File: src/rtl/mem_seq_controller.sv
// Sequencer that owns the 16x4 game RAM: appends entries, replays them with timed
// show/gap windows and checks player inputs one entry at a time.
module mem_seq_controller #(
  parameter int unsigned SHOW_CYCLES = 4,
  parameter int unsigned GAP_CYCLES  = 2
) (
  input  logic       clk,
  input  logic       reset_n,
  input  logic       clear_req,
  input  logic       append_req,
  input  logic [3:0] append_data,
  input  logic       play_req,
  input  logic       check_req,
  input  logic [3:0] check_data,
  input  logic [3:0] ram_q,
  output logic       ram_we,
  output logic [3:0] ram_addr,
  output logic [3:0] ram_data,
  output logic       busy,
  output logic [4:0] seq_len,
  output logic       full,
  output logic       show_valid,
  output logic [3:0] show_data,
  output logic       append_ack,
  output logic       play_done,
  output logic       match,
  output logic       mismatch,
  output logic       round_done,
  output logic       err
);

  localparam int unsigned CntMax = (SHOW_CYCLES > GAP_CYCLES) ? SHOW_CYCLES : GAP_CYCLES;
  localparam int unsigned CntW   = (CntMax > 1) ? $clog2(CntMax) : 1;
  localparam logic [CntW-1:0] ShowLoad = CntW'(SHOW_CYCLES - 1);
  localparam logic [CntW-1:0] GapLoad  = CntW'(GAP_CYCLES - 1);

  typedef enum logic [2:0] {
    StIdle,
    StWrite,
    StPlayRd,
    StPlayShow,
    StPlayGap,
    StChkRd,
    StChkCmp
  } state_e;

  state_e          state;
  logic [3:0]      play_ptr;
  logic [3:0]      chk_ptr;
  logic [3:0]      check_latch;
  logic [CntW-1:0] cnt;
  logic            play_last;
  logic            chk_last;
  logic [3:0]      play_next;

  assign play_next = play_ptr + 4'd1;
  assign play_last = (({1'b0, play_ptr} + 5'd1) == seq_len);
  assign chk_last  = (({1'b0, chk_ptr} + 5'd1) == seq_len);
  assign full      = (seq_len == 5'd16);
  // RAM data only becomes visible while the show window is open.
  assign show_data = show_valid ? ram_q : 4'd0;

  always_ff @(posedge clk or negedge reset_n) begin
    if (!reset_n) begin
      state       <= StIdle;
      seq_len     <= '0;
      play_ptr    <= '0;
      chk_ptr     <= '0;
      check_latch <= '0;
      cnt         <= '0;
      ram_we      <= 1'b0;
      ram_addr    <= '0;
      ram_data    <= '0;
      busy        <= 1'b0;
      show_valid  <= 1'b0;
      append_ack  <= 1'b0;
      play_done   <= 1'b0;
      match       <= 1'b0;
      mismatch    <= 1'b0;
      round_done  <= 1'b0;
      err         <= 1'b0;
    end else begin
      append_ack <= 1'b0;
      play_done  <= 1'b0;
      match      <= 1'b0;
      mismatch   <= 1'b0;
      round_done <= 1'b0;
      err        <= 1'b0;

      unique case (state)
        StIdle: begin
          if (clear_req) begin
            seq_len <= '0;
            chk_ptr <= '0;
          end else if (append_req) begin
            if (full) begin
              err <= 1'b1;
            end else begin
              state    <= StWrite;
              busy     <= 1'b1;
              ram_we   <= 1'b1;
              ram_addr <= seq_len[3:0];
              ram_data <= append_data;
            end
          end else if (play_req) begin
            if (seq_len == 5'd0) begin
              play_done <= 1'b1;
            end else begin
              state    <= StPlayRd;
              busy     <= 1'b1;
              play_ptr <= '0;
              chk_ptr  <= '0;
              ram_addr <= '0;
            end
          end else if (check_req) begin
            if (seq_len == 5'd0) begin
              err <= 1'b1;
            end else begin
              state       <= StChkRd;
              busy        <= 1'b1;
              check_latch <= check_data;
              ram_addr    <= chk_ptr;
            end
          end
        end

        StWrite: begin
          ram_we     <= 1'b0;
          ram_data   <= '0;
          seq_len    <= seq_len + 5'd1;
          append_ack <= 1'b1;
          busy       <= 1'b0;
          state      <= StIdle;
        end

        StPlayRd: begin
          state      <= StPlayShow;
          show_valid <= 1'b1;
          cnt        <= ShowLoad;
        end

        StPlayShow: begin
          if (cnt == '0) begin
            state      <= StPlayGap;
            show_valid <= 1'b0;
            cnt        <= GapLoad;
            // Single-cycle gap: the next address must go out right now.
            if (GAP_CYCLES == 1 && !play_last) begin
              ram_addr <= play_next;
            end
          end else begin
            cnt <= cnt - 1'b1;
          end
        end

        StPlayGap: begin
          if (cnt == '0) begin
            if (play_last) begin
              state     <= StIdle;
              busy      <= 1'b0;
              play_ptr  <= '0;
              play_done <= 1'b1;
            end else begin
              state      <= StPlayShow;
              play_ptr   <= play_next;
              show_valid <= 1'b1;
              cnt        <= ShowLoad;
            end
          end else begin
            cnt <= cnt - 1'b1;
            // Prefetch during the final gap cycle so ram_q is ready when showing resumes.
            if (cnt == CntW'(1) && !play_last) begin
              ram_addr <= play_next;
            end
          end
        end

        StChkRd: begin
          state <= StChkCmp;
        end

        StChkCmp: begin
          state <= StIdle;
          busy  <= 1'b0;
          if (ram_q == check_latch) begin
            match <= 1'b1;
            if (chk_last) begin
              round_done <= 1'b1;
              chk_ptr    <= '0;
            end else begin
              chk_ptr <= chk_ptr + 4'd1;
            end
          end else begin
            mismatch <= 1'b1;
            chk_ptr  <= '0;
          end
        end

        default: begin
          state      <= StIdle;
          busy       <= 1'b0;
          ram_we     <= 1'b0;
          show_valid <= 1'b0;
        end
      endcase
    end
  end

endmodule

File: config.mk
export PLATFORM = sky130hd
export DESIGN_NAME = mem_seq_controller
export DESIGN_NICKNAME = d
export VERILOG_FILES = /design/src/rtl/mem_seq_controller.sv
export SDC_FILE = /design/constraint.sdc
export NUM_CORES = 1
export LEC_CHECK = 0
export BUFFER_PORTS_ARGS = -buffer_cell sky130_fd_sc_hd__buf_2
export CAP_MARGIN = 20
export CORE_MARGIN = 2
export CORE_UTILIZATION = 50
export DETAILED_ROUTE_END_ITERATION = 7
export PLACE_DENSITY = 0.73
export SYNTH_ARGS = -nofsm -noshare
export SYNTH_HDL_FRONTEND = slang
export SYNTH_SLANG_ARGS = --single-unit
File: constraint.sdc
create_clock -name clk -period 6 [get_ports clk]
set_input_delay 0.3 -clock clk [delete_from_list [all_inputs] [get_ports clk]]
set_output_delay 0.3 -clock clk [all_outputs]
set_load 0.02 [all_outputs]
==> results of run 1 <==
==> metal layers <==
| layer | part of all wire (%) | GRT usage, % |
|---|---|---|
| met5 | 0 | 0 |
| met4 | 0.85 | 5.66 |
| met3 | 4.3 | 4.08 |
| met2 | 48 | 32.9 |
| met1 | 47 | 30.0 |
==> critical path: cells and delay by family (launching register included) <==
kind,cells,cell delay (ps)
AO/OA/AOI/OAI,2,540
adder cells (fa/ha/maj),1,190
buffers and inverters,1,80
flip-flops,1,520
AND/OR/NAND/NOR,4,880
==> path summary, 6_finish.rpt <==
check	from	endpoint
worst max-delay path	seq_len[0]	play_ptr[2]
worst min-delay path	reset_n	cnt[1]
worst max register to register	seq_len[0]	play_ptr[2]
worst min register to register	ram_data[1]	ram_data[1]
max in group asynchronous	reset_n	chk_ptr[2]
min in group clk	check_data[2]	check_latch[2]
==> cells in the mapped netlist (2+ instances only) <==
| cell | number | area share (%) |
|---|---|---|
| dfrtp_1 | 39 | 42 |
| nand2_1 | 34 | 5.6 |
| o21ai_0 | 23 | 5.0 |
| inv_1 | 12 | 2.0 |
| clkbuf_1 | 11 | 1.8 |
| nor2_1 | 9 | 1.5 |
| xor2_1 | 9 | 3.4 |
| mux2_2 | 8 | 3.9 |
| a21oi_1 | 7 | 1.5 |
| and2_1 | 7 | 1.9 |
| ha_1 | 7 | 3.8 |
| nand3_1 | 7 | 1.5 |
| nor2b_1 | 7 | 1.9 |
| xnor2_1 | 7 | 2.7 |
| nor3b_1 | 5 | 1.6 |
| a211oi_1 | 4 | 1.3 |
| nand2b_1 | 4 | 1.1 |
| nor3_1 | 4 | 0.87 |
| a221oi_1 | 3 | 1.1 |
| o22ai_1 | 3 | 0.82 |
| a22oi_1 | 2 | 0.65 |
| a31o_2 | 2 | 0.76 |
| a31oi_1 | 2 | 0.54 |
| and3_1 | 2 | 0.54 |
| nor4_1 | 2 | 0.54 |
| o21ai_1 | 2 | 0.44 |
| o21bai_1 | 2 | 0.65 |
| o31ai_1 | 2 | 0.65 |
==> power groups by stage <==
stage | combinational (W) | sequential (W) | clock (W)
floorplan | 0.000311 | 0.000429 | 0
global placement | 0.000426 | 0.000426 | 0
detailed placement | 0.000434 | 0.000430 | 0
CTS | 0.000437 | 0.000425 | 0.000174
global route | 0.000495 | 0.000442 | 0.000184
finish | 0.000435 | 0.000426 | 0.000169
==> kinds of logic after synthesis <==
family	count (synthesis)
flops	39
mux	9
fa+ha+maj	8
simple gates	89
xor+xnor	17
buf+inv	25
compound gates	62
==> state kept, by name (all words and copies together), names as in the netlist <==
name / cells
seq_len: 5
check_latch: 4
chk_ptr: 4
play_ptr: 4
ram_addr: 4
ram_data: 4
state: 3
cnt: 2
append_ack: 1
busy: 1
err: 1
match: 1
mismatch: 1
play_done: 1
ram_we: 1
round_done: 1
show_valid: 1
==> per-stage QoR <==
stage | setup WS, ps | instances | hold slack (ps) | area (um2) | util (%)
after CTS | 3710 | 340 | 156 | 2600 | 59.4
after global placement | 3790 | 332 | 458 | 2520 | 57.5
after floorplan | 3780 | 249 | 4.41 | 2300 | -
final | 3710 | 340 | 118 | 2600 | 59.4
after global routing | 3480 | 340 | 193 | 2600 | 59.4
after detailed placement | 3740 | 332 | 465 | 2520 | 57.5
==> layout make-up <==
type / instances / share of cell area [%]
inverters: 12 / 1.73
well taps: 52 / 2.50
flip-flops and latches: 39 / 37.5
clock buffers: 7 / 2.93
clock inverters: 1 / 0.192
multi-input cells: 185 / 46.7
repair buffers: 44 / 8.46
==> cells in the final DEF (no fill, tap or decap), types with 2 or more instances in the layout <==
cell type / n
a211oi_1: 4
a21oi_1: 7
a221oi_1: 3
a22oi_1: 2
a31o_2: 2
a31oi_1: 2
and2_1: 7
and3_1: 2
buf_2: 44
clkbuf_1: 2
clkbuf_8: 5
dfrtp_1: 39
ha_1: 7
inv_1: 12
mux2_2: 8
nand2_1: 34
nand2b_1: 4
nand3_1: 7
nor2_1: 9
nor2b_1: 7
nor3_1: 4
nor3b_1: 5
nor4_1: 2
o21ai_0: 23
o21ai_1: 2
o21bai_1: 2
o22ai_1: 3
o31ai_1: 2
xnor2_1: 7
xor2_1: 9
==> results.md, run 1 <==
* VDD IR max at 0.295 mV
* Internal power at 0.000590 W
* Hpwl dp at 3740 um
* Ys async rst share at 100%
* Count of cell types in the netlist at 51
* Postcts setup bufs at 0
* Num ports at 45
* Diodes inserted at 0
* Warnings, synthesis at 0
* Area of the multi-input gates at 1220 um2
* Routed WL per cell at 14.5 um
* Reg2reg path depth at 8
* Sequential area share after synthesis at 42.5%
* Slew margin rel. at 42.9%
* Clock Latency Late Sink at 290 ps
* Crit end category: register
* Sw power at 0.000439 W
* Mux contribution to synthesized area at 4.36%
* Reg power frac at 41.4%
* Synth Cell Area at 2300 um2
* Post-route clock skew at 4.97 ps
* Status: finished, final reports clean
* Worst slew pin tran at 856 ps
* Cts bufs inserted at 5
* PD cells at 395 nW/um2
* EDFF count, synth at 0
* Adder-Cell Fraction of Synth Area at 4.25%
* Hold Crit Class: in -> async
* Drt total wl at 4940 um
* Max-cap viol count at 0
* Register bit total from synthesis at 39
* Initial Utilization at 52.4%
* DR vias/cell at 5.58
* Core area at 4380 um2
* Total gr overflow at 0
* CTS tree: built
* Buffers added on ports at 44
* Vias in the first global route at 1747
* First-pass GRT wire length at 8540 um
* Final setup vio count at 0
* Storage element area at 976 um2
* Initial drt markers at 153
* Gpl congestion at 0.816
* Main synth FF type: dfrtp_1
* CP Data Required Time at 6210 ps
* Layout overhead on the synthesized area at 13.3%
* Drc violations at 0
* Initial antenna violation count at 0
* Startpoint types: register
* Unrepaired setup endpoints after global routing: no
* Height of the die at 71.8 um
* Final Max Tran Viols at 0
* Final ANT Viol Nets at 0
* Leakage power at 1.27 nW
* Worst-path clk slew at 70 ps
* Power share of the clock group at 16.4%
* Die area at 5150 um2
* Root buffer cell: clkbuf_8
* Final Power at 0.00103 W
* Placement Rows at 24
* Largest net degree at the start of global routing at 40
* Worst path slowest cell: dfrtp_1
* Setup TNS at 0 ps
* Sink Count at 39
* Hold Vio Cnt, Final at 0
* CP Class: reg -> reg
* Die X at 71.8 um
* Average size of a mapped cell at 9.23 um2
* Initial DRT Pass Iterations at 4
* Crit-path cells: inv_1, ha_1, nor3b_1, nor2b_1, o41ai_2, nand2_1, or2_1, o2bb2ai_1
* Crit path max fanout at 9
* Maximum clock frequency at 436 MHz
* Complex-gate fraction of the synthesized area at 17.6%
* Switching Share at 42.7%
* Reg2reg setup slack at 3710 ps
* Htree depth at 2
* Min Tclk post-route at 2290 ps
* Combinational family with the most area after synthesis: simple AND/OR/NAND/NOR gates
* Post-synth net total at 274
* Via count at 1896
* Synth Area in XOR/XNOR at 7.08%
* Post-CTS sizing at 0
* Post-synthesis simple-gate area fraction at 19.7%
* Overall routing resource usage at 21.0%
* Comb power frac at 42.2%
* Final worst path period share at 38.2%
* Synth Instances at 249
* CTS Hold Bufs at 0
* Share of layout cells above drive strength 1 at 21.9%
* Clk buf depth at 2
* Layout net count at 312
* Crit path arrival time at 2500 ps
* Fillers at 390
* CP max stage delay at 520 ps
(Power assumes the default switching activity.)
==> inputs of run 2 (changes only) <==
==> constraint.sdc (replaced) <==
create_clock -name clk -period 2.4 [get_ports clk]
set_input_delay 0.12 -clock clk [delete_from_list [all_inputs] [get_ports clk]]
set_output_delay 0.12 -clock clk [all_outputs]
set_load 0.02 [all_outputs]
==> run 2 against run 1 <==
  * Highest routed layer unchanged
  * Critical path depth fell by 2
  * Via count rose by 1.8%
  * Sequential share of layout area fell by 1.1 points
  * Register-to-register slack got worse by 3500 ps
  * Largest power group unchanged
  * Clock power rose by 140%
  * Worst hold slack got worse by 55 ps
==> results.md, run 2 (synthesized netlist as in run 1, its figures left out) <==
* Min Tclk post-route at 2220 ps (-78.0 ps)
* Register with the most flip-flops: seq_len
* CP max stage delay at 460 ps (-60 ps)
* Hold Vio Cnt, Final at 0 (unchanged)
* Largest net degree at the start of global routing at 40 (unchanged)
* Num ports at 45 (unchanged)
* First-pass GRT wire length at 8580 um (+0.48%)
* DR vias/cell at 5.53 (-0.78%)
* Reg power frac at 38.1% (-3.3 points)
* Initial antenna violation count at 0 (unchanged)
* Fin util at 61.1% (+1.7 points)
* Total gr overflow at 0 (unchanged)
* CTS tree: built
* Routed WL per cell at 14.7 um (+1.4%)
* Worst path slowest cell: dfrtp_1
* Initial drt markers at 163 (+6.5%)
* Storage element area at 976 um2 (unchanged)
* Crit path arrival time at 2390 ps (-110 ps)
* Most common cell after layout, fill and taps aside: buf_2
* PD cells at 990 nW/um2 (+150%)
* Crit-path cells: ha_1, xnor2_1, a211oi_1, a31o_2, o21ai_2, mux2_2
* Slew margin rel. at 42.5% (-0.38 points)
* Placed Instances at 342 (+3.0%)
* Unrepaired setup endpoints after global routing: no
* Root buffer cell: clkbuf_8
* Reg2reg setup slack at 180 ps (-3520 ps)
* Commonest non-fill, non-tap cells in the layout: 44 x buf_2, 39 x dfrtp_1, 34 x nand2_1
* Height of the die at 71.8 um (unchanged)
* Comb power frac at 46.6% (+4.4 points)
* Layout net count at 323 (+3.5%)
* Hold Crit Class: in -> reg
* Clk buf depth at 2 (unchanged)
* Area of the multi-input gates at 1220 um2 (unchanged)
* Post-CTS sizing at 0 (unchanged)
* Htree depth at 2 (unchanged)
* Final Power at 0.00265 W (+160%)
* Via count at 1931 (+1.8%)
* Crit end category: register
* Worst slew pin tran at 862 ps (+5.74 ps)
* Worst Hold Margin at 63.8 ps (-54.7 ps)
* Core area at 4380 um2 (unchanged)
* Setup TNS at 0 ps (unchanged)
* Final worst path period share at 92.3% (+54 points)
* Sum of buffers and inverters on the critical path at 0 (-1)
* Final Max Tran Viols at 0 (unchanged)
* Fillers at 375 (-3.8%)
* Max FFs per register at 5 (unchanged)
* Postcts setup bufs at 0 (unchanged)
* Sink Count at 39 (unchanged)
* Switching Share at 41.9% (-0.76 points)
* Buffers added on ports at 44 (unchanged)
* Startpoint types: register
* VDD IR max at 0.442 mV (+50%)
* Clock Latency Late Sink at 290 ps (about the same)
* Delay-heaviest family, CP: compound AO/OA/AOI/OAI gates
* Drt total wl at 5140 um (+4.1%)
* Post-Layout Cell Count at 349 (+2.6%)
* Placement Rows at 24 (unchanged)
* Vias in the first global route at 1754 (+0.40%)
* Diodes inserted at 0 (unchanged)
* Hpwl dp at 3940 um (+5.4%)
* Layout overhead on the synthesized area at 16.7%
* Crit path max fanout at 6 (-3)
* Sw power at 0.00111 W (+150%)
* CP Data Required Time at 2580 ps (-3630 ps)
* Gpl congestion at 0.891 (+9.1%)
* Drc violations at 0 (unchanged)
* Worst-path clk slew at 70 ps (about the same)
* Final setup vio count at 0 (unchanged)
* Initial Utilization at 52.4% (unchanged)
* Power share of the clock group at 15.3% (-1.1 points)
* Overall routing resource usage at 21.4% (+0.39 points)
* CP Class: reg -> reg
* Cts bufs inserted at 5 (unchanged)
* Max-cap viol count at 0 (unchanged)
* Post-route clock skew at 6.08 ps (+1.11 ps)
* Die X at 71.8 um (unchanged)
* Die area at 5150 um2 (unchanged)
* Maximum clock frequency at 451 MHz (+3.5%)
* Share of layout cells above drive strength 1 at 24.2% (+2.4 points)
* Final ANT Viol Nets at 0 (unchanged)
* Internal power at 0.00154 W (+160%)
* Initial DRT Pass Iterations at 4 (unchanged)
* Leakage power at 1.32 nW (+4.0%)
* Status: finished, final reports clean
## run 2: changes by cell type in the layout (fill, tap and decap cells not counted), sizes merged
| cell | before | now |
|---|---|---|
| buf | 44 | 54 |
| clkbuf | 7 | 6 |
| clkinv | 1 | 0 |
| dlygate4sd3 | 0 | 1 |
## run 2: final cells by class
type | instances | share of cell area (%)
clock buffers | 6 | 2.71
inverters | 12 | 1.68
multi-input cells | 185 | 45.4
flip-flops and latches | 39 | 36.4
well taps | 52 | 2.43
repair buffers | 55 | 11.4
## run 2: power by group through the flow
stage / combinational (W) / clock (W) / sequential, W
after global placement: 0.00120 / 0 / 0.00102
after global routing: 0.00136 / 0.000444 / 0.00104
after CTS: 0.00124 / 0.000420 / 0.00101
after detailed placement: 0.00123 / 0 / 0.00102
final: 0.00124 / 0.000407 / 0.00101
after floorplan: 0.000777 / 0 / 0.00107
## run 2: worst paths after layout
kind,end,depth (start not counted),from
worst max-delay path,ram_addr[2],6,play_ptr[0]
worst min-delay path,check_latch[2],2,check_data[2]
worst max register to register,ram_addr[2],6,play_ptr[0]
worst min register to register,ram_data[0],2,ram_data[0]
max in group asynchronous,seq_len[4],2,reset_n
min in group asynchronous,show_valid,2,reset_n
## run 2: through the flow
stage	setup slack, ps	cell area, um2
after floorplan	177	2300
after global placement	265	2600
after detailed placement	188	2600
after CTS	174	2680
after global routing	63.9	2680
final	185	2680
## run 2: repair_timing
item,in CTS,in global routing
setup endpoints to repair,0,0
hold endpoints to repair,39,0
hold buffers,1,0
## run 2: metal layers
layer	up-vias	wire length, um	GRT usage [%]
met2	47	2470	33.8
met5	-	0	0
met3	9	240	5.06
met1	907	2350	29.2
met4	0	84	6.92
li1	968	-	-
